### src/rtl/df_axil_arbiter_pkg.sv
// Shared types for the AXI-Lite arbiter: FSM state encoding and response codes.
// Pure declarations; no latency or backpressure of its own.
package df_axil_arbiter_pkg;

  typedef enum logic [2:0] {
    IDLE  = 3'd0,
    WADDR = 3'd1,
    WRESP = 3'd2,
    RADDR = 3'd3,
    RRESP = 3'd4
  } arb_state_e;

  localparam logic [1:0] AXI_RESP_OKAY = 2'b00;

endpackage

### src/rtl/df_axil_arbiter_if.sv
// N_LANE parallel AXI-Lite ports as packed per-lane vectors (lane 0 only when N_LANE=1).
// Wires only; handshakes follow plain AXI-Lite valid/ready rules.
interface df_axil_arbiter_if #(
  parameter int N_LANE     = 1,
  parameter int ADDR_WIDTH = 32,
  parameter int DATA_WIDTH = 32
);
  logic [N_LANE-1:0]                     awvalid;
  logic [N_LANE-1:0]                     awready;
  logic [N_LANE-1:0][ADDR_WIDTH-1:0]     awaddr;
  logic [N_LANE-1:0]                     wvalid;
  logic [N_LANE-1:0]                     wready;
  logic [N_LANE-1:0][DATA_WIDTH-1:0]     wdata;
  logic [N_LANE-1:0][DATA_WIDTH/8-1:0]   wstrb;
  logic [N_LANE-1:0]                     bvalid;
  logic [N_LANE-1:0]                     bready;
  logic [N_LANE-1:0][1:0]                bresp;
  logic [N_LANE-1:0]                     arvalid;
  logic [N_LANE-1:0]                     arready;
  logic [N_LANE-1:0][ADDR_WIDTH-1:0]     araddr;
  logic [N_LANE-1:0]                     rvalid;
  logic [N_LANE-1:0]                     rready;
  logic [N_LANE-1:0][DATA_WIDTH-1:0]     rdata;
  logic [N_LANE-1:0][1:0]                rresp;

  modport master (
    output awvalid, awaddr, wvalid, wdata, wstrb, bready, arvalid, araddr, rready,
    input  awready, wready, bvalid, bresp, arready, rvalid, rdata, rresp
  );

  modport slave (
    input  awvalid, awaddr, wvalid, wdata, wstrb, bready, arvalid, araddr, rready,
    output awready, wready, bvalid, bresp, arready, rvalid, rdata, rresp
  );
endinterface

### src/rtl/df_axil_arbiter_rr_pick.sv
// Rotate-priority picker: first set req bit at or after ptr_i, wrapping past N_REQ-1.
// Purely combinational, zero latency; no handshake.
module df_rr_pick #(
  parameter int N_REQ = 2
) (
  input  logic [N_REQ-1:0]         req_i,
  input  logic [$clog2(N_REQ)-1:0] ptr_i,
  output logic                     valid_o,
  output logic [$clog2(N_REQ)-1:0] idx_o
);
  localparam int IDX_W = $clog2(N_REQ);

  int j;

  always_comb begin
    valid_o = 1'b0;
    idx_o   = '0;
    j       = 0;
    for (int k = 0; k < N_REQ; k++) begin
      j = (int'(ptr_i) + k) % N_REQ;
      if (!valid_o && req_i[IDX_W'(j)]) begin
        valid_o = 1'b1;
        idx_o   = IDX_W'(j);
      end
    end
  end

endmodule

### src/rtl/df_axil_arbiter.sv
// Round-robin N_REQ:1 AXI-Lite arbiter, one transaction in flight, grant held through the response.
// 1-cycle arbitration latency, responses pass through combinationally; ungranted requesters see ready=0.
module df_axil_arbiter
  import df_axil_arbiter_pkg::*;
#(
  parameter int N_REQ      = 2,
  parameter int ADDR_WIDTH = 32,
  parameter int DATA_WIDTH = 32
) (
  input  logic                     clk,
  input  logic                     rst_n,
  df_axil_arbiter_if.slave         req_if,
  df_axil_arbiter_if.master        mst_if,
  output logic [$clog2(N_REQ)-1:0] grant_o,
  output logic                     busy_o
);
  localparam int IDX_W = $clog2(N_REQ);

  arb_state_e       state_q, state_d;
  logic [IDX_W-1:0] gnt_q, gnt_d;
  logic [IDX_W-1:0] rr_ptr_q, rr_ptr_d;
  logic             aw_done_q, aw_done_d;
  logic             w_done_q, w_done_d;

  logic [N_REQ-1:0] req_wr, req_rd, req;
  logic             pick_vld;
  logic [IDX_W-1:0] pick_idx;
  logic             aw_fire, w_fire;

  function automatic logic [IDX_W-1:0] next_idx(input logic [IDX_W-1:0] i);
    return (i == IDX_W'(N_REQ - 1)) ? '0 : i + 1'b1;
  endfunction

  // A write needs both AW and W present so the slave never sees a dangling address.
  assign req_wr = req_if.awvalid & req_if.wvalid;
  assign req_rd = req_if.arvalid;
  assign req    = req_wr | req_rd;

  df_rr_pick #(.N_REQ(N_REQ)) u_pick (
    .req_i   (req),
    .ptr_i   (rr_ptr_q),
    .valid_o (pick_vld),
    .idx_o   (pick_idx)
  );

  assign mst_if.awaddr = req_if.awaddr[gnt_q];
  assign mst_if.wdata  = req_if.wdata[gnt_q];
  assign mst_if.wstrb  = req_if.wstrb[gnt_q];
  assign mst_if.araddr = req_if.araddr[gnt_q];
  assign req_if.rdata  = {N_REQ{mst_if.rdata[0]}};

  assign grant_o = gnt_q;
  assign busy_o  = (state_q != IDLE);

  always_ff @(posedge clk or negedge rst_n) begin
    if (!rst_n) begin
      state_q   <= IDLE;
      gnt_q     <= '0;
      rr_ptr_q  <= '0;
      aw_done_q <= 1'b0;
      w_done_q  <= 1'b0;
    end else begin
      state_q   <= state_d;
      gnt_q     <= gnt_d;
      rr_ptr_q  <= rr_ptr_d;
      aw_done_q <= aw_done_d;
      w_done_q  <= w_done_d;
    end
  end

  always_comb begin
    state_d        = state_q;
    gnt_d          = gnt_q;
    rr_ptr_d       = rr_ptr_q;
    aw_done_d      = aw_done_q;
    w_done_d       = w_done_q;
    aw_fire        = 1'b0;
    w_fire         = 1'b0;
    mst_if.awvalid = '0;
    mst_if.wvalid  = '0;
    mst_if.bready  = '0;
    mst_if.arvalid = '0;
    mst_if.rready  = '0;
    req_if.awready = '0;
    req_if.wready  = '0;
    req_if.bvalid  = '0;
    req_if.bresp   = {N_REQ{AXI_RESP_OKAY}};
    req_if.arready = '0;
    req_if.rvalid  = '0;
    req_if.rresp   = {N_REQ{AXI_RESP_OKAY}};

    case (state_q)
      IDLE: begin
        if (pick_vld) begin
          gnt_d   = pick_idx;
          state_d = req_wr[pick_idx] ? WADDR : RADDR;
        end
      end
      WADDR: begin
        mst_if.awvalid[0]     = req_if.awvalid[gnt_q] & ~aw_done_q;
        mst_if.wvalid[0]      = req_if.wvalid[gnt_q] & ~w_done_q;
        req_if.awready[gnt_q] = mst_if.awready[0] & ~aw_done_q;
        req_if.wready[gnt_q]  = mst_if.wready[0] & ~w_done_q;
        aw_fire = req_if.awvalid[gnt_q] & ~aw_done_q & mst_if.awready[0];
        w_fire  = req_if.wvalid[gnt_q] & ~w_done_q & mst_if.wready[0];
        if ((aw_done_q | aw_fire) && (w_done_q | w_fire)) begin
          aw_done_d = 1'b0;
          w_done_d  = 1'b0;
          state_d   = WRESP;
        end else begin
          aw_done_d = aw_done_q | aw_fire;
          w_done_d  = w_done_q | w_fire;
        end
      end
      WRESP: begin
        req_if.bvalid[gnt_q] = mst_if.bvalid[0];
        req_if.bresp[gnt_q]  = mst_if.bresp[0];
        mst_if.bready[0]     = req_if.bready[gnt_q];
        if (mst_if.bvalid[0] && req_if.bready[gnt_q]) begin
          rr_ptr_d = next_idx(gnt_q);
          state_d  = IDLE;
        end
      end
      RADDR: begin
        mst_if.arvalid[0]     = req_if.arvalid[gnt_q];
        req_if.arready[gnt_q] = mst_if.arready[0];
        if (req_if.arvalid[gnt_q] && mst_if.arready[0]) begin
          state_d = RRESP;
        end
      end
      RRESP: begin
        req_if.rvalid[gnt_q] = mst_if.rvalid[0];
        req_if.rresp[gnt_q]  = mst_if.rresp[0];
        mst_if.rready[0]     = req_if.rready[gnt_q];
        if (mst_if.rvalid[0] && req_if.rready[gnt_q]) begin
          rr_ptr_d = next_idx(gnt_q);
          state_d  = IDLE;
        end
      end
      default: state_d = IDLE;
    endcase
  end

endmodule

### src/flat_wrapper.sv
// flat-port wrapper written by rule: the top's interface ports become plain ports
module df_axil_arbiter_flat import df_axil_arbiter_pkg::*;
#(
  parameter int N_REQ      = 2,
  parameter int ADDR_WIDTH = 32,
  parameter int DATA_WIDTH = 32
)
  (clk, rst_n, grant_o, busy_o, req_if_awvalid, req_if_awaddr, req_if_wvalid, req_if_wdata, req_if_wstrb, req_if_bready, req_if_arvalid, req_if_araddr, req_if_rready, req_if_awready, req_if_wready, req_if_bvalid, req_if_bresp, req_if_arready, req_if_rvalid, req_if_rdata, req_if_rresp, mst_if_awvalid, mst_if_awaddr, mst_if_wvalid, mst_if_wdata, mst_if_wstrb, mst_if_bready, mst_if_arvalid, mst_if_araddr, mst_if_rready, mst_if_awready, mst_if_wready, mst_if_bvalid, mst_if_bresp, mst_if_arready, mst_if_rvalid, mst_if_rdata, mst_if_rresp);
  df_axil_arbiter_if #(.N_LANE(2), .ADDR_WIDTH(ADDR_WIDTH), .DATA_WIDTH(DATA_WIDTH)) req_if_i ();
  df_axil_arbiter_if #(.N_LANE(1), .ADDR_WIDTH(ADDR_WIDTH), .DATA_WIDTH(DATA_WIDTH)) mst_if_i ();
  input  logic clk;
  input  logic rst_n;
  output logic [$clog2(N_REQ)-1:0] grant_o;
  output logic busy_o;
  input wire logic [$bits(req_if_i.awvalid)-1:0] req_if_awvalid;
  input wire logic [$bits(req_if_i.awaddr)-1:0] req_if_awaddr;
  input wire logic [$bits(req_if_i.wvalid)-1:0] req_if_wvalid;
  input wire logic [$bits(req_if_i.wdata)-1:0] req_if_wdata;
  input wire logic [$bits(req_if_i.wstrb)-1:0] req_if_wstrb;
  input wire logic [$bits(req_if_i.bready)-1:0] req_if_bready;
  input wire logic [$bits(req_if_i.arvalid)-1:0] req_if_arvalid;
  input wire logic [$bits(req_if_i.araddr)-1:0] req_if_araddr;
  input wire logic [$bits(req_if_i.rready)-1:0] req_if_rready;
  output wire logic [$bits(req_if_i.awready)-1:0] req_if_awready;
  output wire logic [$bits(req_if_i.wready)-1:0] req_if_wready;
  output wire logic [$bits(req_if_i.bvalid)-1:0] req_if_bvalid;
  output wire logic [$bits(req_if_i.bresp)-1:0] req_if_bresp;
  output wire logic [$bits(req_if_i.arready)-1:0] req_if_arready;
  output wire logic [$bits(req_if_i.rvalid)-1:0] req_if_rvalid;
  output wire logic [$bits(req_if_i.rdata)-1:0] req_if_rdata;
  output wire logic [$bits(req_if_i.rresp)-1:0] req_if_rresp;
  output wire logic [$bits(mst_if_i.awvalid)-1:0] mst_if_awvalid;
  output wire logic [$bits(mst_if_i.awaddr)-1:0] mst_if_awaddr;
  output wire logic [$bits(mst_if_i.wvalid)-1:0] mst_if_wvalid;
  output wire logic [$bits(mst_if_i.wdata)-1:0] mst_if_wdata;
  output wire logic [$bits(mst_if_i.wstrb)-1:0] mst_if_wstrb;
  output wire logic [$bits(mst_if_i.bready)-1:0] mst_if_bready;
  output wire logic [$bits(mst_if_i.arvalid)-1:0] mst_if_arvalid;
  output wire logic [$bits(mst_if_i.araddr)-1:0] mst_if_araddr;
  output wire logic [$bits(mst_if_i.rready)-1:0] mst_if_rready;
  input wire logic [$bits(mst_if_i.awready)-1:0] mst_if_awready;
  input wire logic [$bits(mst_if_i.wready)-1:0] mst_if_wready;
  input wire logic [$bits(mst_if_i.bvalid)-1:0] mst_if_bvalid;
  input wire logic [$bits(mst_if_i.bresp)-1:0] mst_if_bresp;
  input wire logic [$bits(mst_if_i.arready)-1:0] mst_if_arready;
  input wire logic [$bits(mst_if_i.rvalid)-1:0] mst_if_rvalid;
  input wire logic [$bits(mst_if_i.rdata)-1:0] mst_if_rdata;
  input wire logic [$bits(mst_if_i.rresp)-1:0] mst_if_rresp;
  assign req_if_i.awvalid = req_if_awvalid;
  assign req_if_i.awaddr = req_if_awaddr;
  assign req_if_i.wvalid = req_if_wvalid;
  assign req_if_i.wdata = req_if_wdata;
  assign req_if_i.wstrb = req_if_wstrb;
  assign req_if_i.bready = req_if_bready;
  assign req_if_i.arvalid = req_if_arvalid;
  assign req_if_i.araddr = req_if_araddr;
  assign req_if_i.rready = req_if_rready;
  assign req_if_awready = req_if_i.awready;
  assign req_if_wready = req_if_i.wready;
  assign req_if_bvalid = req_if_i.bvalid;
  assign req_if_bresp = req_if_i.bresp;
  assign req_if_arready = req_if_i.arready;
  assign req_if_rvalid = req_if_i.rvalid;
  assign req_if_rdata = req_if_i.rdata;
  assign req_if_rresp = req_if_i.rresp;
  assign mst_if_awvalid = mst_if_i.awvalid;
  assign mst_if_awaddr = mst_if_i.awaddr;
  assign mst_if_wvalid = mst_if_i.wvalid;
  assign mst_if_wdata = mst_if_i.wdata;
  assign mst_if_wstrb = mst_if_i.wstrb;
  assign mst_if_bready = mst_if_i.bready;
  assign mst_if_arvalid = mst_if_i.arvalid;
  assign mst_if_araddr = mst_if_i.araddr;
  assign mst_if_rready = mst_if_i.rready;
  assign mst_if_i.awready = mst_if_awready;
  assign mst_if_i.wready = mst_if_wready;
  assign mst_if_i.bvalid = mst_if_bvalid;
  assign mst_if_i.bresp = mst_if_bresp;
  assign mst_if_i.arready = mst_if_arready;
  assign mst_if_i.rvalid = mst_if_rvalid;
  assign mst_if_i.rdata = mst_if_rdata;
  assign mst_if_i.rresp = mst_if_rresp;
  df_axil_arbiter #(.N_REQ(N_REQ), .ADDR_WIDTH(ADDR_WIDTH), .DATA_WIDTH(DATA_WIDTH)) u_core (.clk(clk), .rst_n(rst_n), .req_if(req_if_i), .mst_if(mst_if_i), .grant_o(grant_o), .busy_o(busy_o));
endmodule
### config.mk
export PLATFORM = sky130hd
export DESIGN_NAME = df_axil_arbiter_flat
export DESIGN_NICKNAME = d
export VERILOG_FILES = /design/src/rtl/df_axil_arbiter_pkg.sv /design/src/rtl/df_axil_arbiter_if.sv /design/src/rtl/df_axil_arbiter_rr_pick.sv /design/src/rtl/df_axil_arbiter.sv /design/src/flat_wrapper.sv
export SDC_FILE = /design/constraint.sdc
export NUM_CORES = 1
export LEC_CHECK = 0
export BUFFER_PORTS_ARGS = -buffer_cell sky130_fd_sc_hd__buf_2
export CAP_MARGIN = 20
export CORE_AREA = 2 2 173 175
export DETAILED_ROUTE_END_ITERATION = 6
export DIE_AREA = 0 0 175 177
export HOLD_SLACK_MARGIN = 0.1
export PLACE_DENSITY_LB_ADDON = 0.05
export SLEW_MARGIN = 15
export SYNTH_ARGS = -nofsm -noshare
export SYNTH_HDL_FRONTEND = slang
export SYNTH_SLANG_ARGS = --single-unit
### constraint.sdc
create_clock -name clk -period 1.8 [get_ports clk]
set_input_delay 0.09 -clock clk [delete_from_list [all_inputs] [get_ports clk]]
set_output_delay 0.09 -clock clk [all_outputs]
set_load 0.01 [all_outputs]
==> impl_metrics.json <==
{
  "outcome": "completed",
  "synthToLayoutAreaGrowth_pct": 82.3,
  "fmax_mhz": 572,
  "syn_area_sq_um": 2380,
  "grt_start_max_net_pins": 66,
  "cap_violations": 0,
  "min_period_ps": 1750,
  "power_uw": 4470,
  "synth_cell_types": 38,
  "placed_cells": 926,
  "yosysWarnings": 0,
  "finalCritPeriodShare_pct": 97.1,
  "crit_required_ps": 1910,
  "ys_seq_elements": 7,
  "firstDrtPassIters": 4,
  "drt_iter0_drc": 49,
  "drt_wl_total_um": 13500,
  "cts_tree": "done",
  "synth_most_common_cell": "mux2_2",
  "ys_async_sr_fraction_pct": 100,
  "grt_pass1_vias": 2999,
  "power_density_nw_per_um2": 1030,
  "synth-main-ff-cell": "dfrtp_1",
  "die_x_um": 175,
  "synth_area_leader_cell": "mux2_2",
  "routed.top_layer": "met4",
  "ant_nets": 0,
  "leakagePower_uw": 0.00228,
  "routed-via-count": 2971,
  "clockBufferDepth": 2,
  "pin_count": 442,
  "antenna_found_initial": 1,
  "synth_nets": 512,
  "cts_root_buffer": "clkbuf_16",
  "grt_pass1_wl_um": 18200,
  "finalNonFillerCells": 936,
  "worstPathMaxFanout": 5,
  "layout.nets": 798,
  "routed-wl-met3_um": 1480,
  "htree_levels": 1,
  "peakVddDrop_mv": 0.395,
  "place.gp.congestion": 0.830,
  "netlist_instances": 259,
  "drv_slew": 0,
  "post_drt_wl_per_cell_um": 14.4,
  "synth_edf_count": 0,
  "path_clk_slew_ps": 40,
  "hp-class": "input pin to output port",
  "start_util_pct": 8.14,
  "route.detailed.drc": 0,
  "synth_common_cells": "mux2_2, buf_4, buf_2, and2_1, and3_1",
  "grtUsageTotal_pct": 7.70,
  "synth_top_area_share_pct": 48.3,
  "finalSetupViolCount": 0,
  "start_kind": "flip-flop",
  "synth_area_leaders": "mux2_2, buf_4, dfrtp_1",
  "synth_seq_area_share_pct": 7.36,
  "die-area_sq_um": 31000,
  "timing_worst_setup_path_type": "flip-flop to flip-flop",
  "setup_tns_ps": 0,
  "port_buffers": 345,
  "numCtsBuffers": 3,
  "wl_met1_um": 4640,
  "layout-drive-gt1-share_pct": 88.6,
  "rows": 63,
  "place_hpwl_um": 12000,
  "whs_ps": 180,
  "vias_per_cell": 3.17,
  "cp-end-kind": "flip-flop",
  "grt_overflow": 0,
  "clk_latency_ps": 230,
  "die_h_um": 177,
  "final_hold_viol_count": 0,
  "syn_avg_cell_area_sq_um": 9.19,
  "wl_met2_um": 7290,
  "maxSlewHeadroom_pct": 73.8,
  "clock_sinks": 7,
  "arrival_ps": 1860,
  "clock_skew_ps": 0.734,
  "rsz0062_at_grt": "yes",
  "worst_pin_slew_ps": 393,
  "core-area_sq_um": 29200
}
metrics by stage:
step | utilization (%) | area, sq um | setup slack (ps)
floorplan | - | 2380 | 118
global placement | 14.2 | 4140 | 44.6
detailed placement | 14.2 | 4140 | 36.1
CTS | 14.7 | 4310 | -2.36
global route | 14.8 | 4330 | -20.4
finish | 14.8 | 4340 | 52.0
layer usage:
layer | GRT usage (%) | up-vias
met4 | 1.01 | 0
met3 | 2.56 | 7
met2 | 15.2 | 221
li1 | - | 1432
met1 | 8.07 | 1311
met5 | 0 | -
cells by family after synthesis:
| group | Yosys count | share of synthesized area (%) |
|---|---|---|
| buffers and inverters | 80 | 23.9 |
| AOI/OAI and AO/OA | 15 | 4.99 |
| muxes | 108 | 51.1 |
| and+or+nand+nor | 49 | 12.7 |
| DFF | 7 | 7.36 |
final timing paths:
kind,from,end,slack [ps],cells past startpoint
min reg2reg,u_core.state_q[0],u_core.state_q[0],560,1
min in group asynchronous,rst_n,u_core.state_q[0],230,2
max reg2reg,u_core.grant_o,u_core.state_q[1],50,6
max in group asynchronous,rst_n,u_core.grant_o,1370,2
max,u_core.grant_o,u_core.state_q[1],50,6
min,mst_if_rdata[3],req_if_rdata[35],180,0
registers in the layout, indices dropped and copies added (netlist names):
name              flops
u_core.state_q        3
u_core.w_done_q       1
u_core.rr_ptr_q       1
u_core.aw_done_q      1
u_core.grant_o        1
layout make-up:
type / instances / area, sq um
repair buffers: 360 / 1910
well taps: 390 / 488
flip-flops and latches: 7 / 179
clock buffers: 4 / 78.8
fillers: 3402 / 24900
diodes: 2 / 5.00
multi-input cells: 172 / 1680
inverters: 1 / 3.75
worst max-delay path, stage by stage, from the launching register on:
cell and delay (ps):
dfrtp_4 520, buf_6 150, mux2i_2 180, nand2b_4 170, a22oi_2 50, o2111ai_2 230
mux2_4 320
placed cells by master, fill, tap and decap left out, types with 2 or more instances in the layout:
| cell type | count |
|---|---|
| nor3_1 | 2 |
| nand2b_1 | 2 |
| and2_1 | 8 |
| diode_2 | 2 |
| clkbuf_16 | 3 |
| and3_1 | 8 |
| a21oi_2 | 2 |
| nor2_1 | 5 |
| dfrtp_1 | 6 |
| or3b_4 | 2 |
| nand2b_4 | 2 |
| buf_16 | 2 |
| nor2b_1 | 2 |
| buf_2 | 345 |
| nand2_1 | 5 |
| mux2_2 | 102 |
| a21oi_1 | 4 |
| buf_4 | 9 |
| mux2i_1 | 3 |
power breakdown:
group / internal, uW / total [uW] / switching, uW / leakage, uW
registers: 230 / 337 / 107 / 0.0000846
clock network: 295 / 385 / 89.4 / 0.0000382
logic: 1970 / 3750 / 1770 / 0.00215
total: 2500 / 4470 / 1970 / 0.00228
timing repair:
action                                 in CTS  in global routing
endpoints found under the hold margin       7                  0
cloned                                      1                  0
hold buffers                                1                  0
buffers inserted                            2                  0
pin swaps                                   1                  2
gates resized for setup                     9                  7
setup endpoints to repair                  46                 14
(Power assumes the default switching activity.)
